**config.mk**
```make
export PLATFORM = sky130hd
export DESIGN_NAME = rnn_seq_engine_flat
export DESIGN_NICKNAME = d
export VERILOG_FILES = /design/src/rtl/rnn_seq_engine_if.sv /design/src/rtl/rnn_seq_engine.sv /design/src/flat_wrapper.sv
export SDC_FILE = /design/constraint.sdc
export NUM_CORES = 2
export LEC_CHECK = 0
export CORE_MARGIN = 5
export CORE_UTILIZATION = 47
export DETAILED_ROUTE_END_ITERATION = 6
export GPL_TIMING_DRIVEN = 0
export SETUP_SLACK_MARGIN = 0.05
export SLEW_MARGIN = 20
export SYNTH_ARGS = -nofsm -noshare
export SYNTH_HDL_FRONTEND = slang
export SYNTH_SLANG_ARGS = --single-unit
```
**constraint.sdc**
```tcl
create_clock -name clk -period 18 [get_ports clk]
set_input_delay 4.5 -clock clk [delete_from_list [all_inputs] [get_ports clk]]
set_output_delay 4.5 -clock clk [all_outputs]
set_load 0.1 [all_outputs]
```
**src/rtl/rnn_seq_engine_if.sv**
```systemverilog
// Memory-mapped register bus of rnn_seq_engine: strobes, address, write data,
// registered read data and the two status lines.
interface rnn_seq_engine_if;
   logic        read;
   logic        write;
   logic [31:0] addr;
   logic [31:0] data_in;
   logic [31:0] data_out;
   logic        busy;
   logic        done;

   modport master (output read, write, addr, data_in, input data_out, busy, done);
   modport slave  (input read, write, addr, data_in, output data_out, busy, done);
endinterface

```
**src/rtl/rnn_seq_engine.sv**
```systemverilog
// One Elman RNN time step per start command, h' = act(Wx^T x + Wh^T h + b),
// then a dense readout y = d.h' + db, all on a single time-shared signed MAC.
module rnn_seq_engine #(
   parameter int IN_LEN    = 4,
   parameter int HID_LEN   = 8,
   parameter int DATA_W    = 16,
   parameter int FRAC_BITS = 8,
   parameter int ACC_W     = 40
) (
   input  logic            clk,
   input  logic            rst_n,
   rnn_seq_engine_if.slave bus
);
   localparam int XI_W = (IN_LEN  > 1) ? $clog2(IN_LEN)  : 1;
   localparam int HI_W = (HID_LEN > 1) ? $clog2(HID_LEN) : 1;
   localparam logic [XI_W-1:0] X_LAST = XI_W'(IN_LEN - 1);
   localparam logic [HI_W-1:0] H_LAST = HI_W'(HID_LEN - 1);

   typedef logic signed [DATA_W-1:0]   elem_t;
   typedef logic signed [ACC_W-1:0]    acc_t;
   typedef logic signed [2*DATA_W-1:0] prod_t;

   typedef enum logic [2:0] {
      S_IDLE, S_MAC_X, S_MAC_H, S_WB, S_COMMIT, S_DENSE, S_DENSE_WB
   } state_e;

   localparam acc_t  SAT_MAX = acc_t'({1'b0, {(DATA_W-1){1'b1}}});
   localparam acc_t  SAT_MIN = ~SAT_MAX;
   localparam elem_t ONE     = elem_t'(1 << FRAC_BITS);
   localparam elem_t NEG_ONE = -ONE;

   function automatic acc_t bias_acc(elem_t v);
      return acc_t'(v) <<< FRAC_BITS;
   endfunction

   function automatic elem_t shift_sat(acc_t a);
      acc_t s;
      s = a >>> FRAC_BITS;
      if (s > SAT_MAX)      return elem_t'(SAT_MAX);
      else if (s < SAT_MIN) return elem_t'(SAT_MIN);
      else                  return elem_t'(s);
   endfunction

   // Mode 3 deliberately falls through to identity, same as mode 0.
   function automatic elem_t activate(elem_t v, logic [1:0] mode);
      case (mode)
         2'd1:    return v[DATA_W-1] ? '0 : v;
         2'd2: begin
            if (v > ONE)          return ONE;
            else if (v < NEG_ONE) return NEG_ONE;
            else                  return v;
         end
         default: return v;
      endcase
   endfunction

   state_e          state_q;
   logic            busy_q, done_q;
   logic [31:0]     data_out_q;
   logic [1:0]      act_mode_q;
   logic [15:0]     step_count_q;
   logic [7:0]      rd_idx_q;
   logic [XI_W-1:0] i_q;
   logic [HI_W-1:0] j_q, k_q;
   acc_t            acc_q;
   elem_t           y_q, db_q;
   elem_t           x_q      [IN_LEN];
   elem_t           wx_q     [IN_LEN][HID_LEN];
   elem_t           wh_q     [HID_LEN][HID_LEN];
   elem_t           b_q      [HID_LEN];
   elem_t           d_q      [HID_LEN];
   elem_t           h_q      [HID_LEN];
   elem_t           h_next_q [HID_LEN];

   elem_t       op_a_d, op_b_d;
   prod_t       prod_d;
   acc_t        acc_sum_d;
   logic [31:0] rd_data_d;

   logic [7:0] wr_row, wr_col;
   elem_t      wr_val;
   logic       row_in_x, row_in_h, col_in_x, col_in_h, rd_in_h;

   assign wr_row   = bus.data_in[31:24];
   assign wr_col   = bus.data_in[23:16];
   assign wr_val   = elem_t'(bus.data_in[15:0]);
   assign row_in_x = 32'(wr_row) < IN_LEN;
   assign row_in_h = 32'(wr_row) < HID_LEN;
   assign col_in_x = 32'(wr_col) < IN_LEN;
   assign col_in_h = 32'(wr_col) < HID_LEN;
   assign rd_in_h  = 32'(rd_idx_q) < HID_LEN;

   // MAC_H multiplies the committed h, never h_next, so every column sees old state.
   always_comb begin
      // NOTE: every output of this block gets a default first, so no path can infer a latch.
      op_a_d = '0;
      op_b_d = '0;
      case (state_q)
         S_MAC_X: begin op_a_d = x_q[i_q]; op_b_d = wx_q[i_q][j_q]; end
         S_MAC_H: begin op_a_d = h_q[k_q]; op_b_d = wh_q[k_q][j_q]; end
         S_DENSE: begin op_a_d = h_q[k_q]; op_b_d = d_q[k_q];       end
         default: ;
      endcase
      prod_d    = prod_t'(op_a_d) * prod_t'(op_b_d);
      acc_sum_d = acc_q + acc_t'(prod_d);
   end

   always_comb begin
      rd_data_d = '0;
      case (bus.addr)
         32'd0:  rd_data_d = {30'b0, done_q, busy_q};
         32'd8:  if (rd_in_h) rd_data_d = 32'(h_q[rd_idx_q[HI_W-1:0]]);
         32'd9:  rd_data_d = {16'b0, step_count_q};
         32'd10: rd_data_d = 32'(y_q);
         default: ;
      endcase
   end

   assign bus.data_out = data_out_q;
   assign bus.busy     = busy_q;
   assign bus.done     = done_q;

   always_ff @(posedge clk or negedge rst_n) begin
      if (!rst_n) begin
         state_q      <= S_IDLE;
         busy_q       <= 1'b0;
         done_q       <= 1'b0;
         data_out_q   <= '0;
         act_mode_q   <= '0;
         step_count_q <= '0;
         rd_idx_q     <= '0;
         i_q          <= '0;
         j_q          <= '0;
         k_q          <= '0;
         acc_q        <= '0;
         y_q          <= '0;
         db_q         <= '0;
         // NOTE: the register files are reset too, because a reset must also wipe the loaded weights.
         for (int r = 0; r < IN_LEN; r++) begin
            x_q[r] <= '0;
            for (int c = 0; c < HID_LEN; c++) wx_q[r][c] <= '0;
         end
         for (int r = 0; r < HID_LEN; r++) begin
            b_q[r]      <= '0;
            d_q[r]      <= '0;
            h_q[r]      <= '0;
            h_next_q[r] <= '0;
            for (int c = 0; c < HID_LEN; c++) wh_q[r][c] <= '0;
         end
      end else begin
         // NOTE: non-blocking updates make a same-cycle read return the pre-write value.
         if (bus.read) data_out_q <= rd_data_d;

         if (bus.write) begin
            case (bus.addr)
               32'd0: if (!busy_q) begin
                  if (bus.data_in[0]) begin
                     state_q <= S_MAC_X;
                     busy_q  <= 1'b1;
                     done_q  <= 1'b0;
                     i_q     <= '0;
                     j_q     <= '0;
                     k_q     <= '0;
                     acc_q   <= bias_acc(b_q[0]);
                     if (bus.data_in[1])
                        for (int r = 0; r < HID_LEN; r++) h_q[r] <= '0;
                  end else if (bus.data_in[2]) begin
                     for (int r = 0; r < HID_LEN; r++) h_q[r] <= '0;
                  end
               end
               32'd1: if (!busy_q && col_in_x) x_q[wr_col[XI_W-1:0]] <= wr_val;
               32'd2: if (!busy_q && row_in_x && col_in_h)
                         wx_q[wr_row[XI_W-1:0]][wr_col[HI_W-1:0]] <= wr_val;
               32'd3: if (!busy_q && row_in_h && col_in_h)
                         wh_q[wr_row[HI_W-1:0]][wr_col[HI_W-1:0]] <= wr_val;
               32'd4: if (!busy_q && col_in_h) b_q[wr_col[HI_W-1:0]] <= wr_val;
               32'd5: if (!busy_q && col_in_h) d_q[wr_col[HI_W-1:0]] <= wr_val;
               32'd6: if (!busy_q) db_q <= wr_val;
               32'd7: if (!busy_q) act_mode_q <= bus.data_in[1:0];
               32'd8: rd_idx_q <= wr_col;
               default: ;
            endcase
         end

         case (state_q)
            S_MAC_X: begin
               acc_q <= acc_sum_d;
               if (i_q == X_LAST) begin
                  i_q     <= '0;
                  k_q     <= '0;
                  state_q <= S_MAC_H;
               end else begin
                  i_q <= i_q + XI_W'(1);
               end
            end
            S_MAC_H: begin
               acc_q <= acc_sum_d;
               if (k_q == H_LAST) begin
                  k_q     <= '0;
                  state_q <= S_WB;
               end else begin
                  k_q <= k_q + HI_W'(1);
               end
            end
            S_WB: begin
               h_next_q[j_q] <= activate(shift_sat(acc_q), act_mode_q);
               if (j_q == H_LAST) begin
                  state_q <= S_COMMIT;
               end else begin
                  j_q     <= j_q + HI_W'(1);
                  acc_q   <= bias_acc(b_q[j_q + HI_W'(1)]);
                  state_q <= S_MAC_X;
               end
            end
            S_COMMIT: begin
               for (int r = 0; r < HID_LEN; r++) h_q[r] <= h_next_q[r];
               acc_q   <= bias_acc(db_q);
               k_q     <= '0;
               state_q <= S_DENSE;
            end
            S_DENSE: begin
               acc_q <= acc_sum_d;
               if (k_q == H_LAST) begin
                  k_q     <= '0;
                  state_q <= S_DENSE_WB;
               end else begin
                  k_q <= k_q + HI_W'(1);
               end
            end
            S_DENSE_WB: begin
               y_q          <= shift_sat(acc_q);
               step_count_q <= step_count_q + 16'd1;
               done_q       <= 1'b1;
               busy_q       <= 1'b0;
               state_q      <= S_IDLE;
            end
            default: ;
         endcase
      end
   end
endmodule

```
**src/flat_wrapper.sv**
```systemverilog
// flat-port wrapper written by rule: the top's interface ports become plain ports
module rnn_seq_engine_flat 
#(
   parameter int IN_LEN    = 4,
   parameter int HID_LEN   = 8,
   parameter int DATA_W    = 16,
   parameter int FRAC_BITS = 8,
   parameter int ACC_W     = 40
)
  (clk, rst_n, bus_read, bus_write, bus_addr, bus_data_in, bus_data_out, bus_busy, bus_done);
  rnn_seq_engine_if bus_i ();
  input  logic clk;
  input  logic rst_n;
  input wire logic [$bits(bus_i.read)-1:0] bus_read;
  input wire logic [$bits(bus_i.write)-1:0] bus_write;
  input wire logic [$bits(bus_i.addr)-1:0] bus_addr;
  input wire logic [$bits(bus_i.data_in)-1:0] bus_data_in;
  output wire logic [$bits(bus_i.data_out)-1:0] bus_data_out;
  output wire logic [$bits(bus_i.busy)-1:0] bus_busy;
  output wire logic [$bits(bus_i.done)-1:0] bus_done;
  assign bus_i.read = bus_read;
  assign bus_i.write = bus_write;
  assign bus_i.addr = bus_addr;
  assign bus_i.data_in = bus_data_in;
  assign bus_data_out = bus_i.data_out;
  assign bus_busy = bus_i.busy;
  assign bus_done = bus_i.done;
  rnn_seq_engine #(.IN_LEN(IN_LEN), .HID_LEN(HID_LEN), .DATA_W(DATA_W), .FRAC_BITS(FRAC_BITS), .ACC_W(ACC_W)) u_core (.clk(clk), .rst_n(rst_n), .bus(bus_i));
endmodule
```
Word-level counts from Yosys, hierarchy flattened --
Index checks and enable logic that the tools add are counted.
Operators by class: multiply operators 1, multiplexer cells 106, bitwise operators 10, equal/unequal tests 25, magnitude comparators 23, add/sub/neg operators 5, reduce and logical (&&, ||, !) cells 36
Operator list (count):
- $mux W128 | 13
- $bwmux W1024 | 1
- $bwmux W512 | 1
- $bmux W128 S3 | 1
- $bwmux W128 | 3
- $demux W128 S3 | 1
- $mux W16 | 23
- $bmux W16 S3 | 6
- $bmux W128 S2 | 1
- $demux W128 S2 | 1
- $mux W40 | 5
- $eq A32 B3 Y1 const B | 4
- $pmux W32 S4 | 1
- $pmux W40 S3 | 1
- $demux W16 S3 | 2
- $eq A32 B4 Y1 const B | 3
- $bwmux W64 | 1
- $eq A32 B2 Y1 const B | 2
- $pmux W16 S2 | 2
- $mux W3 | 20
- $pmux W16 S3 | 1
- $add A40 B32 Y40 | 1
- $bmux W16 S2 | 1
- $demux W16 S2 | 1
- 42 further kinds | 110
Storage, ports and cells: flip-flop bits (word level) 2255, word-level logic and storage cells 351, output and inout bits 34, input port bits 68

Logic depth before layout (Yosys ltp) --
depth after elaboration 11, gate-level depth with buffers 35, mapped depth without buffers 29

Worst setup path after synthesis --
Ideal clock, no wire load.
path kind reg-to-reg, from reg u_core.k_q[1], to reg u_core.acc_q[39], setup time 130 ps, path slack 9364 ps, cell stages (with the launch flop) 30, path buffers 4, arrival time 8506 ps, data required time 17870 ps, clock period less this slack 8636 ps, path through dfrtp_1 > buf_4 > buf_2 > buf_1 > mux4_2 > mux4_2 > mux4_2 > a21boi_1 > buf_2 > nor2_1 > fa_1 > inv_1 > fa_1 > fa_1 > fa_1 > inv_1 > fa_1 > inv_1 > fa_1 > inv_1 > ha_1 > nor3_1 > or3_1 > or4_1 > o21a_1 > a2111oi_0 > o31a_1 > o221ai_1 > a211oi_1 > nor3_1
On the way: word-level cells in the longest chain between the ends 11, elaborated cells on any way between the ends 18, those cells by class 1 x add/sub; 1 x mul; 15 x mux; 1 x bitwise
Ends and longest elaborated chain:
- from (decl) | RTL line rnn_seq_engine.sv:64 | logic [HI_W-1:0] j_q, k_q;
- from (signal assigned) | RTL line rnn_seq_engine.sv:202 | k_q <= k_q + HI_W'(1);
- from (signal assigned) | RTL line rnn_seq_engine.sv:227 | k_q <= k_q + HI_W'(1);
- $not A3 Y4 (not written as such) * | RTL line rnn_seq_engine.sv:100, rnn_seq_engine.sv:101
- $bmux W128 S3 | RTL line rnn_seq_engine.sv:100 | S_MAC_H: begin op_a_d = h_q[k_q]; op_b_d = wh_q[k_q][j_q]; end
- $mux W128 (not written as such) (2 in a row) | RTL line rnn_seq_engine.sv:100
- $bmux W16 S3 | RTL line rnn_seq_engine.sv:100
- $mux W16 (not written as such) (2 in a row) | RTL line rnn_seq_engine.sv:100
- $pmux W16 S3 | RTL line rnn_seq_engine.sv:98 | case (state_q)
- $mul A16 B16 Y32 * | RTL line rnn_seq_engine.sv:104 | prod_d = prod_t'(op_a_d) * prod_t'(op_b_d);
- $add A40 B32 Y40 * | RTL line rnn_seq_engine.sv:105 | acc_sum_d = acc_q + acc_t'(prod_d);
- $pmux W40 S3 * | RTL line rnn_seq_engine.sv:185 | case (state_q)
- to (signal assigned) | RTL line rnn_seq_engine.sv:187 | acc_q <= acc_sum_d;
- to (signal assigned) | RTL line rnn_seq_engine.sv:197 | acc_q <= acc_sum_d;
- to (signal assigned) | RTL line rnn_seq_engine.sv:211 | acc_q <= bias_acc(b_q[j_q + HI_W'(1)]);
- to (decl) | RTL line rnn_seq_engine.sv:65 | acc_t acc_q;
Mark *: on every way between the ends. The rest lies on a longest branch, timed or not. The select of a mux whose other input is x is not followed. A chain may end at the register's enable or synchronous reset.

Worst setup path after layout --
Ends and elaborated chain as after synthesis.

==> metrics <==
status=finished, violations left; violated checks=design-rule violations; nets@finish=8960; fin crit period=approximately 13000 ps; Max stage delay on crit path=roughly 810 ps; Critical R2R Launch=u_core.k_q[1]; TritonCTS buffer count=between 200 and 250; num rows=between 150 and 200; CP Depth=33; Die Y-Extent=502 um; Synth Flop Type=dfrtp_1; Mapped Area=114000 um2; max-slew violations=0; per-cell routed wire length=about 34 um; Yosys warning count=0; Worst Path Required=18730 ps; Global Route Usage Sum=between 30 and 40%; reg2reg end=u_core.acc_q[39]; Pwr Density=81.6 nW/um2; CTS tree=done; register bit count reported by yosys=~2200; Cells after Synth=roughly 8000; critical path startpoint=u_core.k_q[1]; Post-Route Skew=between 100 and 150 ps; period utilization=a little under three quarters; post-CTS resize count=0; mean area per synthesized cell=around 14 um2; largest net degree at the start of global routing=roughly 160; Switching Fraction=a little under a quarter; R2R Setup Slk=around 5200 ps; dpl hpwl=slightly below 300000 um; core area=241000 um2; fraction of layout cells with a size suffix above 1=a little under two fifths; Vias=74460; routability-driven placement congestion ratio=around 0.93; Initial DRT Pass Iterations=7; clk_lat worst skew=930 ps; Pint=about 8.0 mW; most frequent CP cell=fa_1; sequential power share=between 40% and 50%; crit path launch type=flip-flop; Antenna Violating Nets Remaining=0; clock network fraction of total power=~49%; Sink Count=2240; initial antenna violation count=35; first-pass GRT wire length=583000 um; die area=around 250000 um2; Root Buffer=clkbuf_16; drt via density=roughly 6.3; Async S/R FF share, synth=100%; syn nets=around 8600; Worst Max-Slew Pin Slew=1260 ps; hold-fix buffers at CTS=0; DIE WIDTH=approximately 500 um; Worst path slowest cell=clkbuf_1; PortBufs=78; Initial Util=47.3%; leakage power=just over 60 nW; Rel. slew slack=16.2%; Synth cell types=between 80 and 90; DRT iter0 DRCs=~7600; Max Cap Viol=0; endpoints failing setup=0; clk buf depth=3; H-tree depth=4; FILL cells=slightly above 20000; critical path's top delay family=buffers and inverters; fin cells=11846; Inst Count DP=between 10000 and 15000; critical path type=reg -> reg; vias in the first global route=around 77000; Worst Hold Class=reg -> reg; RSZ-0062 raised after global routing=no; net switching power=~2.4 mW; area delta synth->final=12.1%; Peak supply drop=approximately 0.089 mV; Logic pwr share=between 2 and 3%; number of flops mapped to enable cells by yosys=0; Buf+Inv Stages, Crit Path=11; CP endpoint kind=flip-flop; final hold violation count=0; Critical Path End=u_core.acc_q[39]; register area share after synthesis=about 49%; r2r worst-path depth=33; Post-CTS Repair Setup Buffers=0; Clock transition at path regs=approximately 60 ps; grt ovf=0; drt total wl=a little over 400000 um; # IOs=between 100 and 150; Worst Path Arrival=13530 ps; crit path max fanout=10; Peak Freq=between 70 and 80 MHz; final setup TNS=0 ps; Post-route DRC=1
==> cells in the mapped netlist (all sizes together), types with 8 or more instances <==
| master | count | area [um2] |
|---|---|---|
| nand2 | 369 | 1420 |
| nor2 | 341 | 1560 |
| mux2 | 1920 | 21600 |
| mux2i | 152 | 1520 |
| and3 | 8 | 50.1 |
| xnor2 | 36 | 315 |
| a21oi | 112 | 561 |
| clkbuf | 390 | 1460 |
| o21ai | 220 | 1100 |
| o221ai | 14 | 123 |
| ha | 123 | 1540 |
| xor2 | 14 | 123 |
| o22a | 10 | 87.6 |
| a211oi | 14 | 105 |
| a21o | 19 | 143 |
| nand2b | 23 | 144 |
| nand4 | 12 | 75.1 |
| nor4 | 18 | 119 |
| a222oi | 19 | 190 |
| nand3 | 28 | 153 |
| or3 | 11 | 73.8 |
| o211ai | 21 | 158 |
| buf | 266 | 1540 |
| a22o | 138 | 1210 |
| mux4 | 555 | 12500 |
| nor3 | 31 | 166 |
| o31ai | 10 | 75.1 |
| o22ai | 54 | 338 |
| and2 | 11 | 68.8 |
| fa | 331 | 6630 |
| nor2b | 11 | 68.8 |
| a22oi | 30 | 225 |
| o21a | 11 | 82.6 |
| dfrtp | 2240 | 56100 |
| a31oi | 12 | 75.1 |
| inv | 430 | 1610 |
==> layout by cell type, fill, tap and decap left out, types with 13 or more instances in the layout <==
| cell type | instances |
|---|---|
| o211ai_1 | 21 |
| a22o_1 | 138 |
| nor2_1 | 245 |
| clkbuf_8 | 71 |
| nor3_1 | 24 |
| nor4_1 | 17 |
| mux2i_1 | 152 |
| o221ai_1 | 13 |
| a222oi_1 | 19 |
| clkbuf_16 | 238 |
| nand2b_1 | 23 |
| buf_1 | 39 |
| o22ai_1 | 51 |
| bufinv_16 | 13 |
| clkinv_2 | 39 |
| inv_1 | 430 |
| xor2_1 | 14 |
| a21o_1 | 19 |
| nor2_2 | 87 |
| a211oi_1 | 14 |
| a21oi_1 | 109 |
| ha_1 | 123 |
| xnor2_1 | 36 |
| buf_16 | 18 |
| nand2_1 | 361 |
| clkdlybuf4s50_1 | 77 |
| dfrtp_1 | 2240 |
| o21ai_0 | 216 |
| buf_4 | 97 |
| fa_1 | 331 |
| clkbuf_1 | 413 |
| buf_2 | 134 |
| a22oi_1 | 30 |
| mux2_2 | 1909 |
| nand3_1 | 27 |
| mux4_2 | 555 |
| diode_2 | 24 |
| clkbuf_2 | 32 |
==> registers in the layout (all words and copies together) (netlist names), 17 cells and up <==
name                 cells
u_core.wx_q            512
u_core.x_q              64
u_core.wh_q           1024
u_core.acc_q            40
u_core.b_q             128
u_core.bus.data_out     17
u_core.d_q             128
u_core.h_next_q        128
u_core.h_q             128
==> through the flow <==
step / area (um2) / power (mW) / hold slack, ps / utilization, % / setup slack, ps
after floorplan: 114000 / 5.19 / 445 / - / 9360
after global placement: 119000 / 5.45 / 462 / 49.3 / -88190
after detailed placement: 120000 / 5.41 / 466 / 49.6 / 5570
after CTS: 128000 / 10.5 / 477 / 53.0 / 5480
after global routing: 128000 / 10.7 / 494 / 53.0 / 5130
final: 128000 / 10.4 / 476 / 53.0 / 5200
==> how the worst min path moves through the flow <==
stage / from / end / slack, ps / cells past startpoint
after global placement: u_core.h_next_q[70] / u_core.h_next_q[70] / 460 / 2
after global routing: u_core.h_next_q[118] / u_core.h_next_q[118] / 490 / 2
after detailed placement: u_core.step_count_q[15] / u_core.step_count_q[15] / 470 / 1
after CTS: u_core.step_count_q[15] / u_core.step_count_q[15] / 480 / 1
final: u_core.step_count_q[15] / u_core.step_count_q[15] / 480 / 1
after floorplan: u_core.step_count_q[15] / u_core.step_count_q[15] / 450 / 1
==> layout make-up <==
type / instances / area [um2] / area share [%]
multi-input cells: 4757 / 53400 / 41.8
clock inverters: 75 / 1020 / 0.796
repair buffers: 113 / 1450 / 1.13
plain buffers: 656 / 3050 / 2.39
diodes: 24 / 60.1 / 0.0470
flip-flops and latches: 2240 / 56100 / 43.9
well taps: 3185 / 3990 / 3.12
clock buffers: 364 / 7140 / 5.59
inverters: 432 / 1620 / 1.27
==> per-layer routing <==
metal  vias up  global-route usage (%)  wire (um)
met2      3403                    50.0     187000
met4         8                    15.3      22800
met3       811                    7.77      34100
met5         -                       0         56
met1     40477                    43.5     164000
li1      29761                       -          -
==> logic make-up after synthesis <==
family / synth area share (%)
multiplexers: 31.3
AO/OA/AOI/OAI: 4.33
XOR/XNOR: 0.384
AND/OR/NAND/NOR: 3.62
flip-flops: 49.2
buffers and inverters: 4.06
adder cells (fa/ha/maj): 7.16
==> power by group through the flow <==
stage	clock (mW)	sequential [mW]	combinational, mW
6_report	5.11	5.04	0.282
5_1_grt	5.36	5.03	0.303
4_1_cts	5.15	5.04	0.283
3_5_place_dp	0	5.13	0.282
3_3_place_gp	0	5.18	0.264
2_1_floorplan	0	5.13	0.0579
(Power assumes the default switching activity.)
